===== src/rtl/hazard_ctrl.sv =====
// hazard_ctrl: pipeline hazard controller for a 5-stage RV32I core.
// Tracks a shadow copy of the EX/MEM/WB destination state, detects
// load-use hazards, turns taken branches into IF/ID flushes and
// produces registered forwarding selects for the instruction entering EX.
//
// Ports:
//   clk, rst            clock, asynchronous active-high reset
//   id_valid_i          ID stage holds a real instruction
//   id_opcode_i         7-bit opcode of the ID instruction
//   id_rs1_i/rs2_i/rd_i register IDs of the ID instruction
//   ex_branch_taken_i   branch/jump in EX resolved taken this cycle
//   stall_o             hold PC and IF/ID this cycle
//   flush_ifid_o        bubble into IF/ID at the next edge
//   bubble_idex_o       bubble into ID/EX at the next edge
//   fwd_a_sel_o/b_sel_o operand source for the EX instruction
//                       (00 regfile, 01 MEM result, 10 WB result)
//   stall_cnt_o         saturating count of stall cycles
//   flush_cnt_o         saturating count of flush cycles
module hazard_ctrl #(
  parameter int AWIDTH = 32
) (
  input  logic              clk,
  input  logic              rst,
  input  logic              id_valid_i,
  input  logic [6:0]        id_opcode_i,
  input  logic [4:0]        id_rs1_i,
  input  logic [4:0]        id_rs2_i,
  input  logic [4:0]        id_rd_i,
  input  logic              ex_branch_taken_i,
  output logic              stall_o,
  output logic              flush_ifid_o,
  output logic              bubble_idex_o,
  output logic [1:0]        fwd_a_sel_o,
  output logic [1:0]        fwd_b_sel_o,
  output logic [AWIDTH-1:0] stall_cnt_o,
  output logic [AWIDTH-1:0] flush_cnt_o
);

  localparam logic [6:0] OP_LUI   = 7'b0110111;
  localparam logic [6:0] OP_AUIPC = 7'b0010111;
  localparam logic [6:0] OP_JAL   = 7'b1101111;
  localparam logic [6:0] OP_JALR  = 7'b1100111;
  localparam logic [6:0] OP_B     = 7'b1100011;
  localparam logic [6:0] OP_LOAD  = 7'b0000011;
  localparam logic [6:0] OP_S     = 7'b0100011;
  localparam logic [6:0] OP_I     = 7'b0010011;
  localparam logic [6:0] OP_R     = 7'b0110011;

  localparam logic [AWIDTH-1:0] CNT_MAX = {AWIDTH{1'b1}};
  localparam logic [AWIDTH-1:0] CNT_ONE = {{(AWIDTH-1){1'b0}}, 1'b1};

  typedef struct packed {
    logic       valid;
    logic [4:0] rd;
    logic       writes_rd;
    logic       is_load;
  } stage_t;

  // Forwarding priority: the younger producer (shadow EX, about to be MEM)
  // wins over the older one (shadow MEM, about to be WB).
  function automatic logic [1:0] fwd_sel(input logic used, input logic [4:0] src,
                                         input stage_t ex, input stage_t mem);
    logic [1:0] sel;
    sel = 2'b00;
    if (used && ex.valid && ex.writes_rd && (ex.rd == src)) begin
      sel = 2'b01;
    end else if (used && mem.valid && mem.writes_rd && (mem.rd == src)) begin
      sel = 2'b10;
    end else begin
      sel = 2'b00;
    end
    return sel;
  endfunction

  stage_t ex_st, mem_st, wb_st;
  stage_t id_dec;
  logic   uses_rs1, uses_rs2, writes_rd, is_load, known;
  logic   load_use;
  logic   wb_unused;

  // WB is tracked so the shadow pipe matches the real one; same-cycle WB
  // reads are bypassed inside the register file, so nothing here uses it.
  assign wb_unused = ^wb_st;

  // Decode the ID instruction into source/destination usage flags.
  always_comb begin
    uses_rs1  = 1'b0;
    uses_rs2  = 1'b0;
    writes_rd = 1'b0;
    is_load   = 1'b0;
    known     = 1'b1;
    case (id_opcode_i)
      OP_LUI, OP_AUIPC, OP_JAL: begin
        writes_rd = 1'b1;
      end
      OP_JALR, OP_I: begin
        uses_rs1  = 1'b1;
        writes_rd = 1'b1;
      end
      OP_B, OP_S: begin
        uses_rs1 = 1'b1;
        uses_rs2 = 1'b1;
      end
      OP_LOAD: begin
        uses_rs1  = 1'b1;
        writes_rd = 1'b1;
        is_load   = 1'b1;
      end
      OP_R: begin
        uses_rs1  = 1'b1;
        uses_rs2  = 1'b1;
        writes_rd = 1'b1;
      end
      default: begin
        known = 1'b0;
      end
    endcase
    // Invalid slots and unknown opcodes behave as bubbles; x0 is never a producer.
    if (!id_valid_i || !known) begin
      uses_rs1  = 1'b0;
      uses_rs2  = 1'b0;
      writes_rd = 1'b0;
      is_load   = 1'b0;
    end else if (id_rd_i == 5'd0) begin
      writes_rd = 1'b0;
    end else begin
      writes_rd = writes_rd;
    end
    id_dec = '{valid: id_valid_i & known, rd: id_rd_i, writes_rd: writes_rd, is_load: is_load};
  end

  // Hazard detection; a taken branch overrides a load-use stall.
  always_comb begin
    load_use = ex_st.valid && ex_st.is_load && ex_st.writes_rd &&
               ((uses_rs1 && (id_rs1_i == ex_st.rd)) || (uses_rs2 && (id_rs2_i == ex_st.rd)));
    if (ex_branch_taken_i) begin
      stall_o       = 1'b0;
      flush_ifid_o  = 1'b1;
      bubble_idex_o = 1'b1;
    end else begin
      stall_o       = load_use;
      flush_ifid_o  = 1'b0;
      bubble_idex_o = load_use;
    end
  end

  // Shadow pipeline, registered forward selects and event counters.
  always_ff @(posedge clk or posedge rst) begin
    if (rst) begin
      ex_st       <= '0;
      mem_st      <= '0;
      wb_st       <= '0;
      fwd_a_sel_o <= 2'b00;
      fwd_b_sel_o <= 2'b00;
      stall_cnt_o <= '0;
      flush_cnt_o <= '0;
    end else begin
      wb_st  <= mem_st;
      mem_st <= ex_st;
      if (bubble_idex_o) begin
        ex_st       <= '0;
        fwd_a_sel_o <= 2'b00;
        fwd_b_sel_o <= 2'b00;
      end else begin
        ex_st       <= id_dec;
        fwd_a_sel_o <= fwd_sel(uses_rs1, id_rs1_i, ex_st, mem_st);
        fwd_b_sel_o <= fwd_sel(uses_rs2, id_rs2_i, ex_st, mem_st);
      end
      if (stall_o && (stall_cnt_o != CNT_MAX)) begin
        stall_cnt_o <= stall_cnt_o + CNT_ONE;
      end else begin
        stall_cnt_o <= stall_cnt_o;
      end
      if (flush_ifid_o && (flush_cnt_o != CNT_MAX)) begin
        flush_cnt_o <= flush_cnt_o + CNT_ONE;
      end else begin
        flush_cnt_o <= flush_cnt_o;
      end
    end
  end

endmodule


===== config.mk =====
export PLATFORM = sky130hd
export DESIGN_NAME = hazard_ctrl
export DESIGN_NICKNAME = d
export VERILOG_FILES = /design/src/rtl/hazard_ctrl.sv
export SDC_FILE = /design/constraint.sdc
export NUM_CORES = 1
export LEC_CHECK = 0
export CELL_PAD_IN_SITES_DETAIL_PLACEMENT = 1
export CELL_PAD_IN_SITES_GLOBAL_PLACEMENT = 2
export CORE_ASPECT_RATIO = 2
export CORE_UTILIZATION = 28
export CTS_CLUSTER_SIZE = 24
export DETAILED_ROUTE_END_ITERATION = 6
export PLACE_DENSITY = 0.84
export SETUP_SLACK_MARGIN = 0.02
export SLEW_MARGIN = 30
export SYNTH_ARGS = -nofsm -noshare
export SYNTH_HDL_FRONTEND = slang
export SYNTH_SLANG_ARGS = --single-unit

===== constraint.sdc =====
create_clock -name clk -period 2.5 [get_ports clk]
set_clock_uncertainty 0.05 [all_clocks]
set_input_delay 0.5 -clock clk [delete_from_list [all_inputs] [get_ports clk]]
set_output_delay 0.5 -clock clk [all_outputs]
set_load 0.02 [all_outputs]

# After elaboration in Yosys (flattened, before gate mapping)

Cells that the tools add are included.

$add $sub $neg: 2
Equal/unequal tests: 17
Multiplexer cells: 20
Bitwise operators: 1
Reduce and logical (&&, ||, !) cells: 28

Operators with widths:

| cell                                                | count |
|---|---|
| adder 32 x 1 -> 32 bit, second input constant       | 2 |
| inequality test 32 bit, second input constant       | 2 |
| equality test 5 bit                                 | 6 |
| equality test 7 x 6 -> 1 bit, second input constant | 3 |
| equality test 7 bit, second input constant          | 3 |
| logical AND 1 bit                                   | 19 |
| equality test 7 x 5 -> 1 bit, second input constant | 2 |
| two-way mux 1 bit                                   | 13 |
| two-way mux 2 bit                                   | 6 |
| OR reduction 9 bit                                  | 1 |
| two-way mux 8 bit                                   | 1 |
| equality test 7 x 2 -> 1 bit, second input constant | 1 |
| OR reduction 7 bit                                  | 1 |
| OR reduction 6 bit                                  | 1 |
| logical NOT 5 bit                                   | 1 |
| OR reduction 3 bit                                  | 1 |
| logical NOT 1 bit                                   | 2 |
| logical OR 1 bit                                    | 2 |
| AND 1 bit                                           | 1 |

Register bits: 83
Input port bits: 26
Output and inout port bits: 71
Word-level logic and storage cells: 79

# Logic depth before layout (Yosys ltp)

Gate-level depths: netlist of the first run.

Depth in word-level cells: 12
Mapped depth: 8
Depth with buffers taken out: 7

# Least setup slack after synthesis of the first run

No wires, ideal clock.

Path type: reg-to-reg
From: register stall_cnt_o[0]
To: register stall_cnt_o[28]
Setup time: 0.080 ns
Data arrival time: 2.061 ns
Data required time: 2.370 ns
Path slack: 0.309 ns
Stages on the path, launching flop included: 8
Buffers on the path: 0
Clock period less this slack: 2.191 ns
Cells stage by stage: dfrtp_1 > ha_1 > nand4_1 > or3_4 > a41oi_4 > nand2_1 > nor3b_1 > xor2_1

Cells in the longest elaborated chain, start to end: 2
Elaborated cells between the ends (all ways): 3
Those cells by class: add/sub (1); eq/ne (1); reduce/logical (1)

RTL lines:

| element                                                                        | line | text |
|---|---|---|
| start: declaration                                                             | 35   | `output logic [AWIDTH-1:0] stall_cnt_o,` |
| start signal: assignment                                                       | 170  | `stall_cnt_o <= stall_cnt_o + CNT_ONE;` |
| start signal: assignment                                                       | 172  | `stall_cnt_o <= stall_cnt_o;` |
| parallel branches: the longest is 2 deep, another holds adder 32 x 1 -> 32 bit | n/a  |  |

Parallel ways; which one is timed is not known.
A chain may end at the register's enable or synchronous reset.

# Worst setup path in the final report of the first run

From: input port id_rs1_i[1]
To: output port stall_o

Cells in the longest elaborated chain, start to end: 5

RTL lines:

| element             | line | text |
|---|---|---|
| start: declaration  | 26   | `input logic [4:0] id_rs1_i,` |
| equality test 5 bit | 135  | `((uses_rs1 && (id_rs1_i == ex_st.rd)) \|\| (uses_rs2 && (id_rs2_i == ex_st.rd)));` |
| logical AND 1 bit   | 135  |  |
| logical OR 1 bit    | 135  |  |
| logical AND 1 bit   | 134  | `load_use = ex_st.valid && ex_st.is_load && ex_st.writes_rd &&` |
| two-way mux 1 bit   | 136  | `if (ex_branch_taken_i) begin` |
| end: declaration    | 30   | `output logic stall_o,` |

No other way between the ends.

==> results.yml, run 1 <==
power:
  combPwrFrac_pct: 14.5
  ir_drop_mv: 0.337
  p_sw_share_pct: 26.8
  p_switching_uw: 904
  p_per_area_nw_per_um2: 545
  p_clk_share_pct: 41.2
  leakagePower_uw: 0.00265
  cell_internal_pwr_uw: 2470
  sequentialPowerShare_pct: 44.3
route:
  viasPerCell: 4.75
  drt-pass1-iter-count: 5
  drc_errors: 0
  ant_nets: 0
  num_vias: 3484
  wl_um: 12300
  drt_first_iter_violations: 92
  wl_per_cell_um: 16.8
yosys:
  syn_inst: 382
  seq_area_frac_synth_pct: 50.9
  ys_async_sr_fraction_pct: 100
  syn_area_um2: 4080
  yosys_warnings: 0
  synth_area_leaders: "dfrtp_1 51%, xnor2_1 9.4%, xor2_1 8.2%, nand3_1 3.3%, nand2_1 3.2%"
  yosysTopAreaCellShare_pct: 50.9
  synth_area_leader_cell: "dfrtp_1"
  synth-edff-count: 0
  yosysUniqueCellTypes: 45
  syn_area_per_cell_um2: 10.7
  synth_nets: 410
  ys_ff_latch: 83
  ys.flop_type: "dfrtp_1"
sta:
  period_share_pct: 99.0
  max_freq_ghz: 0.404
  worst_slew_pin_slew_ps: 472
  final.min_clock_period_ps: 2480
  maxSlewHeadroom_pct: 67.7
  setup_viol_count_final: 0
  fin_ws_ps: 24.6
  rsz0062_at_grt: "true"
  hold_violations: 0
  slew_viol_final: 0
clocking:
  clk_latency_ps: 340
  numCtsBuffers: 9
  clkSlewWorstSetupHoldPaths_ps: 60
  clock_sinks: 83
  root_buffer: "clkbuf_16"
  h-tree-depth: 3
  cts_buffer_depth: 2
  cts_tree: "built"
  hold_buffers: 0
setup_path:
  worst_setup_path_start_kind: "input pin"
  r2r_slack_ps: 130
  rr_endpoint: "stall_cnt_o[1]"
  setup.worst_path.end: "stall_o"
  r2r-start: "stall_cnt_o[1]"
  worstPathCellList: "dlygate4sd2_1 -> xnor2_1 -> nand4_1 -> nand4bb_4 -> buf_6 -> a21oi_4 -> buf_6"
  crit_required_ps: 1950
  path_class: "in -> out"
  cp-end-kind: "primary output"
  cp_common_cell: "buf_6"
  crit_path_start: "id_rs1_i[1]"
  r2r_cells: 7
  max_stage_delay_ps: 330
  worstPathArrival_ps: 1930
  worstPathMaxFanout: 4
  cp_slowest_cell: "nand4bb_4"
die:
  initial_utilization_pct: 28.6
  core-area_um2: 14300
  die_area_um2: 15100
  ios: 97
  fp-row-count: 62
  die_w_um: 87.3
  die_h_um: 173
grt:
  grt_pass1_vias: 3841
  grt_max_degree: 36
  grt_usage_pct: 17.4
  grt-ovfl-total: 0
  antenna_found_initial: 0
  grt_pass1_wl_um: 20000
placement:
  dp_slack_ps: -706
  place_area_um2: 5600
  place_congestion: 0.802
  dp_hpwl_um: 9130
  io_buffers: 96
cells_and_area:
  final_common_cell: "dfrtp_1"
  antenna_cells: 0
  finalNetCount: 564
  syn_to_final_growth_pct: 51.6
  drive_above_1_share_pct: 21.6
  final_cell_mix: "83 x dfrtp_1, 77 x clkdlybuf4s50_1, 48 x buf_4"
  final_cell_area_um2: 6180
outcome:
  run_status: "complete, no violations"
hold_path:
  hp-class: "reg -> reg"
flow_run:
  maxCapViolCount: 0
-- Yosys cell counts, types with 2 or more instances --
| master | n |
|---|---|
| a211oi_2 | 3 |
| a21oi_1 | 4 |
| and2_1 | 5 |
| and3_1 | 8 |
| and4_1 | 11 |
| buf_6 | 2 |
| clkbuf_1 | 2 |
| dfrtp_1 | 83 |
| ha_1 | 2 |
| inv_1 | 9 |
| mux2_2 | 2 |
| nand2_1 | 35 |
| nand2b_1 | 3 |
| nand3_1 | 27 |
| nand4_1 | 19 |
| nor2_1 | 29 |
| nor3_1 | 14 |
| nor3_2 | 2 |
| nor4_1 | 10 |
| o21ai_0 | 3 |
| or2_2 | 4 |
| or3_1 | 2 |
| xnor2_1 | 44 |
| xor2_1 | 38 |
-- logic make-up (layout without fill, tap and decap cells) --
group / after synthesis / count (layout) / share of synthesized area (%)
AND/OR/NAND/NOR: 180 / 180 / 24.5
AO/OA/AOI/OAI: 18 / 18 / 3.96
buffers and inverters: 15 / 174 / 1.87
XOR/XNOR: 82 / 82 / 17.6
flip-flops: 83 / 83 / 50.9
multiplexers: 2 / 2 / 0.552
adder cells (fa/ha/maj): 2 / 2 / 0.613
-- worst max-delay path: cells and delay by family --
family	cells	cell delay (ps)
AO/OA/AOI/OAI	1	140
buffers and inverters	3	560
AND/OR/NAND/NOR	2	560
XOR/XNOR	1	160
-- sequential cells by signal, summed over array words and instances, names as in the netlist --
| name | flops |
|---|---|
| flush_cnt_o | 32 |
| stall_cnt_o | 32 |
| ex_st | 8 |
| mem_st | 7 |
| fwd_a_sel_o | 2 |
| fwd_b_sel_o | 2 |
-- power by group through the flow --
stage	combinational [µW]	clock (µW)	sequential, µW
6_report	489	1390	1490
5_1_grt	531	1480	1510
4_1_cts	489	1430	1500
3_5_place_dp	482	0	1520
3_3_place_gp	475	0	1520
2_1_floorplan	164	0	1560
-- through the flow --
| step | util [%] | std cells | hold WS (ps) | setup TNS (ps) | total power (µW) |
|---|---|---|---|---|---|
| 4_1_cts | 42.9 | 729 | 353 | 0 | 3410 |
| 6_report | 43.3 | 733 | 362 | 0 | 3370 |
| 3_5_place_dp | 39.2 | 707 | 339 | -12580 | 2000 |
| 3_3_place_gp | 39.2 | 707 | 331 | -10280 | 1990 |
| 2_1_floorplan | - | 382 | 324 | 0 | 1730 |
| 5_1_grt | 43.3 | 733 | 396 | -14.9 | 3520 |
-- what timing repair did --
item / CTS / global route
endpoints found under the setup margin: 19 / 22
gates resized for setup: 62 / 13
setup buffers: 6 / 4
pin swaps: 17 / 13
cloned: 0 / 0
-- per-layer routing --
layer,vias to the layer above,share of wire [%],global-route usage [%]
li1,1631,-,-
met1,1754,36,17.4
met2,77,58,33.5
met3,22,3.0,3.05
met4,0,3.1,7.45
met5,-,0,0
-- how the worst min path moves through the flow --
stage | start | to | slack [ps] | cells after the start
after CTS | ex_st[1] | mem_st[1] | 350 | 0
after floorplan | ex_st[7] | mem_st[7] | 320 | 0
final | ex_st[1] | mem_st[1] | 360 | 0
after global placement | ex_st[7] | mem_st[7] | 330 | 0
after global routing | ex_st[1] | mem_st[1] | 400 | 0
after detailed placement | ex_st[1] | mem_st[1] | 340 | 0
-- cell type report --
type	count	area [µm²]
fillers	1586	8090
multi-input cells	284	2140
flip-flops and latches	83	2080
repair buffers	149	1380
well taps	192	240
clock buffers	10	239
clock inverters	6	71.3
inverters	9	37.5
Note: power is estimated with default switching activity, not from simulation.
==> inputs of run 2 (changes only) <==
GPL_TIMING_DRIVEN = 0   (was unset)
==> run 2 against run 1 <==
Effect of this change:
- combinational power fell by 4%
- critical path type unchanged
- flip-flop and latch count did not move
- largest power group unchanged
- register-to-register slack improved by 20 ps
- critical endpoint is now bubble_idex_o
- clock-buffer cell count did not move
- highest routed layer unchanged
- clock power fell by 6%
- maximum frequency rose by 1.8%
- wire length fell by 2.2%
==> results.yml, run 2 (same netlist as run 1, synthesis figures left out) <==
power:
  p_switching_uw: 914
  cell_internal_pwr_uw: 2340
  combPwrFrac_pct: 14.4
  p_sw_share_pct: 28.0
  p_clk_share_pct: 39.8
  p_per_area_nw_per_um2: 549
  sequentialPowerShare_pct: 45.8
  ir_drop_mv: 0.343
  leakagePower_uw: 0.00254
clocking:
  numCtsBuffers: 9
  cts_tree: "built"
  clk_latency_ps: 340
  clock_sinks: 83
  cts_buffer_depth: 2
  root_buffer: "clkbuf_16"
  clkSlewWorstSetupHoldPaths_ps: 60
  h-tree-depth: 3
grt:
  grt_pass1_wl_um: 19100
  grt_pass1_vias: 3748
  grt_max_degree: 30
  antenna_found_initial: 0
  grt_usage_pct: 16.3
  grt-ovfl-total: 0
route:
  drc_errors: 0
  ant_nets: 0
  drt-pass1-iter-count: 4
  drt_first_iter_violations: 50
  wl_per_cell_um: 17.0
  viasPerCell: 4.75
  wl_um: 12000
  num_vias: 3357
setup_path:
  worst_setup_path_start_kind: "input pin"
  cp_slowest_cell: "nor3_2"
  r2r-start: "ex_st[2]"
  cp-end-kind: "primary output"
  path_class: "in -> out"
  r2r_cells: 7
  crit_required_ps: 1950
  worstPathMaxFanout: 6
  rr_endpoint: "stall_cnt_o[15]"
  max_stage_delay_ps: 320
  r2r_slack_ps: 150
  worstPathCellList: "dlygate4sd2_1 -> xor2_1 -> nor3_2 -> nand3_4 -> a21oi_2 -> nor2_2 -> inv_1 -> buf_4"
  worstPathArrival_ps: 1880
cells_and_area:
  drive_above_1_share_pct: 17.3
  finalNetCount: 538
  syn_to_final_growth_pct: 45.5
  fill_cells: 1618
  final_common_cell: "dfrtp_1"
  reg_top3: "flush_cnt_o (32), stall_cnt_o (32), ex_st (8)"
  final_util_pct: 41.6
  antenna_cells: 0
  final_cell_mix: "83 x dfrtp_1, 76 x clkdlybuf4s50_1, 44 x xnor2_1"
die:
  die_h_um: 173
  die_w_um: 87.3
  initial_utilization_pct: 28.6
  ios: 97
  core-area_um2: 14300
  die_area_um2: 15100
  fp-row-count: 62
placement:
  dp_hpwl_um: 8650
  place_congestion: 0.778
  dp_slack_ps: -916
  io_buffers: 96
flow_run:
  maxCapViolCount: 0
sta:
  fin_ws_ps: 69.4
  max_freq_ghz: 0.411
  period_share_pct: 97.2
  hold_slack_ps: 363
  worst_slew_pin_slew_ps: 588
  final.min_clock_period_ps: 2430
  slew_viol_final: 0
  rsz0062_at_grt: "true"
  setup_viol_count_final: 0
  maxSlewHeadroom_pct: 60.7
  finalSetupTns_ps: 0
  hold_violations: 0
hold_path:
  worstHoldStart: "ex_st[1]"
  hp-class: "reg -> reg"
  holdPathEnd: "mem_st[1]"
  holdPathStages: 0
outcome:
  run_status: "complete, no violations"
## run 2: changes by cell type in the layout (fill, tap and decap cells not counted), sizes merged, moves of 2 or more
cell / delta
buf: -28
clkbuf: +2
dlygate4sd2: -2
dlymetal6s2s: +3
## run 2: metal layers
metal	up-vias	wire, µm	GRT usage [%]
met1	1681	4410	17.1
met5	-	0	0
met2	68	6970	30.6
li1	1592	-	-
met3	16	414	3.44
met4	0	236	6.15
## run 2: worst max path at each step
stage                              start              end  slack [ps]
final                        id_rs2_i[0]    bubble_idex_o          70
after CTS                 id_opcode_i[3]    bubble_idex_o         -20
after detailed placement  id_opcode_i[3]    bubble_idex_o        -920
after floorplan           stall_cnt_o[0]  stall_cnt_o[28]         310
after global placement    id_opcode_i[3]    bubble_idex_o        -880
after global routing            ex_st[3]    bubble_idex_o         -30
## run 2: critical path: cells and delay by family
kind,cells,cell delay [ps]
and+or+nand+nor,3,550
AOI/OAI and AO/OA,1,170
xor gates and xnor gates,1,170
buffers and inverters,3,490
## run 2: final cells by class
| cell class | count | area [µm²] | share of cell area, % |
|---|---|---|---|
| multi-input cells | 285 | 2130 | 35.9 |
| flip-flops and latches | 83 | 2080 | 35.0 |
| clock inverters | 6 | 48.8 | 0.822 |
| clock buffers | 10 | 239 | 4.03 |
| repair buffers | 116 | 1120 | 18.9 |
| inverters | 9 | 37.5 | 0.632 |
| well taps | 192 | 240 | 4.05 |
| plain buffers | 6 | 42.5 | 0.717 |
## run 2: power groups by stage
stage	registers [µW]	logic, µW	clock network (µW)
6_report	1490	470	1300
5_1_grt	1510	509	1390
4_1_cts	1490	471	1340
3_5_place_dp	1520	459	0
3_3_place_gp	1510	440	0
2_1_floorplan	1560	164	0
## run 2: repair_timing
| item | 4_1_cts | 5_1_grt |
|---|---|---|
| pin swaps | 11 | 9 |
| endpoints found under the setup margin | 25 | 34 |
| gates cloned | 0 | 1 |
| hold buffers | 0 | 0 |
| gates resized for setup | 42 | 29 |
| setup buffers | 10 | 7 |
## run 2: per-stage QoR
stage / total power (µW) / cells / cell area (µm²)
floorplan: 1730 / 382 / 4080
global placement: 1950 / 670 / 5280
detailed placement: 1980 / 673 / 5340
CTS: 3300 / 699 / 5790
global route: 3400 / 707 / 5940
finish: 3260 / 707 / 5940
==> inputs of run 3 (changes only) <==
ABC_AREA = 1   (was unset)
CORE_UTILIZATION = 27   (was 28)
PLACE_DENSITY = 0.85   (was 0.84)
==> run 3 against run 2 <==
Effect of this change:
- non-clock buffer count is 31 higher
- clock power is 33% higher
- design area grew 25%
- synthesized area increased by 30%
- first-iteration DRC count rose by 120%
- synthesized cell count up 83%
- critical path depth grew 7
- combinational power grew 14%
- critical endpoint is now fwd_b_sel_o[1]
- largest cell class unchanged
==> results.yml, run 3 <==
power:
  leakagePower_uw: 0.00333
  p_switching_uw: 1010
  ir_drop_mv: 0.389
  totalPowerFinal_uw: 3750
  p_clk_share_pct: 46.2
  p_per_area_nw_per_um2: 508
  sequentialPowerShare_pct: 39.5
  p_sw_share_pct: 27.0
  cell_internal_pwr_uw: 2740
  combPwrFrac_pct: 14.3
yosys:
  syn_inst: 699
  yosysMostFrequentCell: "nand2_1"
  synth_mux_area_share_pct: 0
  syn_area_per_cell_um2: 7.61
  synth-simple-area-share_pct: 40.6
  synth_area_leader_cell: "dfrtp_1"
  yosys_warnings: 0
  ys.flop_type: "dfrtp_1"
  yosysTopAreaCellShare_pct: 39.1
  synth_fa_ha_area_share_pct: 0.471
  synth_commonest_cells: "212 x nand2_1, 83 x dfrtp_1, 61 x inv_1, 61 x nor2_1, 58 x nand4_1"
  syn_area_um2: 5320
  synth_top_family_by_area: "simple AND/OR/NAND/NOR gates"
  yosysUniqueCellTypes: 39
  ys_async_sr_fraction_pct: 100
  synth_area_leaders: "dfrtp_1 39%, nand2_1 15%, nand4_1 6.8%, xor2_1 5.8%, inv_1 4.3%"
  synth-edff-count: 0
  ys_ff_latch: 83
  synth_nets: 727
  seq_area_frac_synth_pct: 39.1
  synth_xor_area_share_pct: 10.0
  synth_compound_area_share_pct: 1.95
setup_path:
  worst_setup_path_start_kind: "register"
  cp_top_family: "buffers and inverters"
  worstPathMaxFanout: 3
  cp_slowest_cell: "dfrtp_1"
  worst-path-buf-inv: 9
  path_class: "reg -> reg"
  crit_required_ps: 2700
  max_stage_delay_ps: 410
  worstPathCellList: "xor2_1 -> nor2_1 -> nand4_1 -> nand2b_4 -> buf_6 -> buf_4 -> buf_4 -> buf_4 -> buf_4 -> buf_4 -> buf_4 -> buf_4 -> buf_6 -> nor2_4 -> nor3_2"
  worstPathArrival_ps: 2650
  cp-end-kind: "register"
  cp_common_cell: "buf_4"
die:
  die_h_um: 200
  die_area_um2: 20300
  core-area_um2: 19300
  fp-row-count: 72
  die_w_um: 101
  initial_utilization_pct: 27.6
  ios: 97
grt:
  grt_pass1_wl_um: 30800
  grt_pass1_vias: 5728
  met1_usage_pct: 18.5
  antenna_found_initial: 1
  grt_usage_pct: 20.5
  busiest_layer: "met2"
  grt_use_met2_pct: 42.2
  grt_max_degree: 27
  groute.layer.met3.usage_pct: 2.40
  grt-ovfl-total: 0
sta:
  maxSlewHeadroom_pct: 57.7
  worst_slew_pin_slew_ps: 629
  max_freq_ghz: 0.408
  setup_viol_count_final: 0
  rsz0062_at_grt: "true"
  finalSetupTns_ps: 0
  period_share_pct: 98.1
  final.min_clock_period_ps: 2450
  hold_slack_ps: 323
  hold_violations: 0
  slew_viol_final: 0
clocking:
  h-tree-depth: 3
  cts_buffer_depth: 2
  clk_latency_ps: 360
  cts_tree: "built"
  numCtsBuffers: 9
  root_buffer: "clkbuf_16"
  hold_buffers: 0
  clock_sinks: 83
  clkSlewWorstSetupHoldPaths_ps: 70
placement:
  place_congestion: 0.909
  dp_hpwl_um: 15000
  io_buffers: 96
cells_and_area:
  reg_top3: "flush_cnt_o (32), stall_cnt_o (32), ex_st (8)"
  final_util_pct: 38.3
  final_cell_mix: "210 x nand2_1, 83 x dfrtp_1, 76 x clkdlybuf4s50_1"
  drive_above_1_share_pct: 17.0
  syn_to_final_growth_pct: 39.0
  final_common_cell: "nand2_1"
  finalNetCount: 870
route:
  viasPerCell: 4.75
  wl_um: 19500
  wl_per_cell_um: 17.7
  num_vias: 5254
  ant_nets: 0
  drt-pass1-iter-count: 4
  drt_first_iter_violations: 111
  drc_errors: 0
hold_path:
  hp-class: "reg -> reg"
flow_run:
  maxCapViolCount: 0
outcome:
  run_status: "complete, no violations"
==> run 3: cell count changes in the layout (fill, tap and decap cells not counted), sizes merged, moves of 5 or more <==
| cell | before | now |
|---|---|---|
| nand3 | 27 | 36 |
| o21ai | 3 | 9 |
| and2 | 5 | 0 |
| nand4 | 19 | 59 |
| buf | 27 | 54 |
| clkdlybuf4s15 | 0 | 6 |
| and3 | 8 | 0 |
| and4 | 12 | 0 |
| inv | 10 | 69 |
| nand2 | 35 | 218 |
| xnor2 | 44 | 26 |
| nor3 | 16 | 28 |
| nor2 | 29 | 90 |
==> run 3: cell families (layout without fill, tap and decap cells) <==
logic type               after synthesis  in the layout
AO/OA/AOI/OAI                         15             15
XOR/XNOR                              61             61
adder cells (fa/ha/maj)                2              2
buffers and inverters                 92            240
flip-flops                            83             83
other                                  0              1
AND/OR/NAND/NOR                      446            446
==> run 3: through the flow <==
| stage | worst slack [ps] | instance area (µm²) | cells |
|---|---|---|---|
| after global placement | -1030 | 6610 | 1054 |
| after floorplan | 332 | 5320 | 699 |
| after global routing | -17.1 | 7390 | 1107 |
| final | 47.6 | 7390 | 1107 |
| after detailed placement | -1030 | 6670 | 1057 |
| after CTS | 20.0 | 7300 | 1101 |
==> run 3: worst paths after layout <==
path / startpoint / to / slack (ps) / cells after the start
setup reg to reg: ex_st[3] / fwd_b_sel_o[1] / 50 / 15
max in group asynchronous: rst / stall_cnt_o[19] / 1320 / 4
setup / recovery: ex_st[3] / fwd_b_sel_o[1] / 50 / 15
hold reg to reg: ex_st[7] / mem_st[7] / 320 / 0
min in group asynchronous: rst / flush_cnt_o[10] / 410 / 2
hold / removal: ex_st[7] / mem_st[7] / 320 / 0
==> run 3: power groups by stage <==
stage	Clock (µW)	Combinational [µW]	Sequential, µW
after CTS	1770	545	1480
after global placement	0	511	1510
after floorplan	0	220	1560
after detailed placement	0	529	1510
after global routing	1810	589	1490
final	1730	538	1480
==> run 3: final cells by class <==
class	instances	area [µm²]
fillers	2356	11900
multi-input cells	524	2920
clock inverters	6	136
plain buffers	19	136
well taps	259	324
clock buffers	10	239
repair buffers	134	1280
flip-flops and latches	83	2080
inverters	71	274
diodes	1	2.50
==> run 3: repair_timing <==
action / CTS / global route
setup endpoints to repair: 2 / 43
cloned: 0 / 2
pin swaps: 18 / 17
setup buffers: 28 / 8
gates resized for setup: 56 / 23
==> run 3: layer usage <==
layer / part of all wire [%] / vias to the layer above
li1: - / 2532
met1: 33 / 2580
met2: 61 / 101
met3: 2.1 / 41
met4: 3.9 / 0
met5: 0 / -
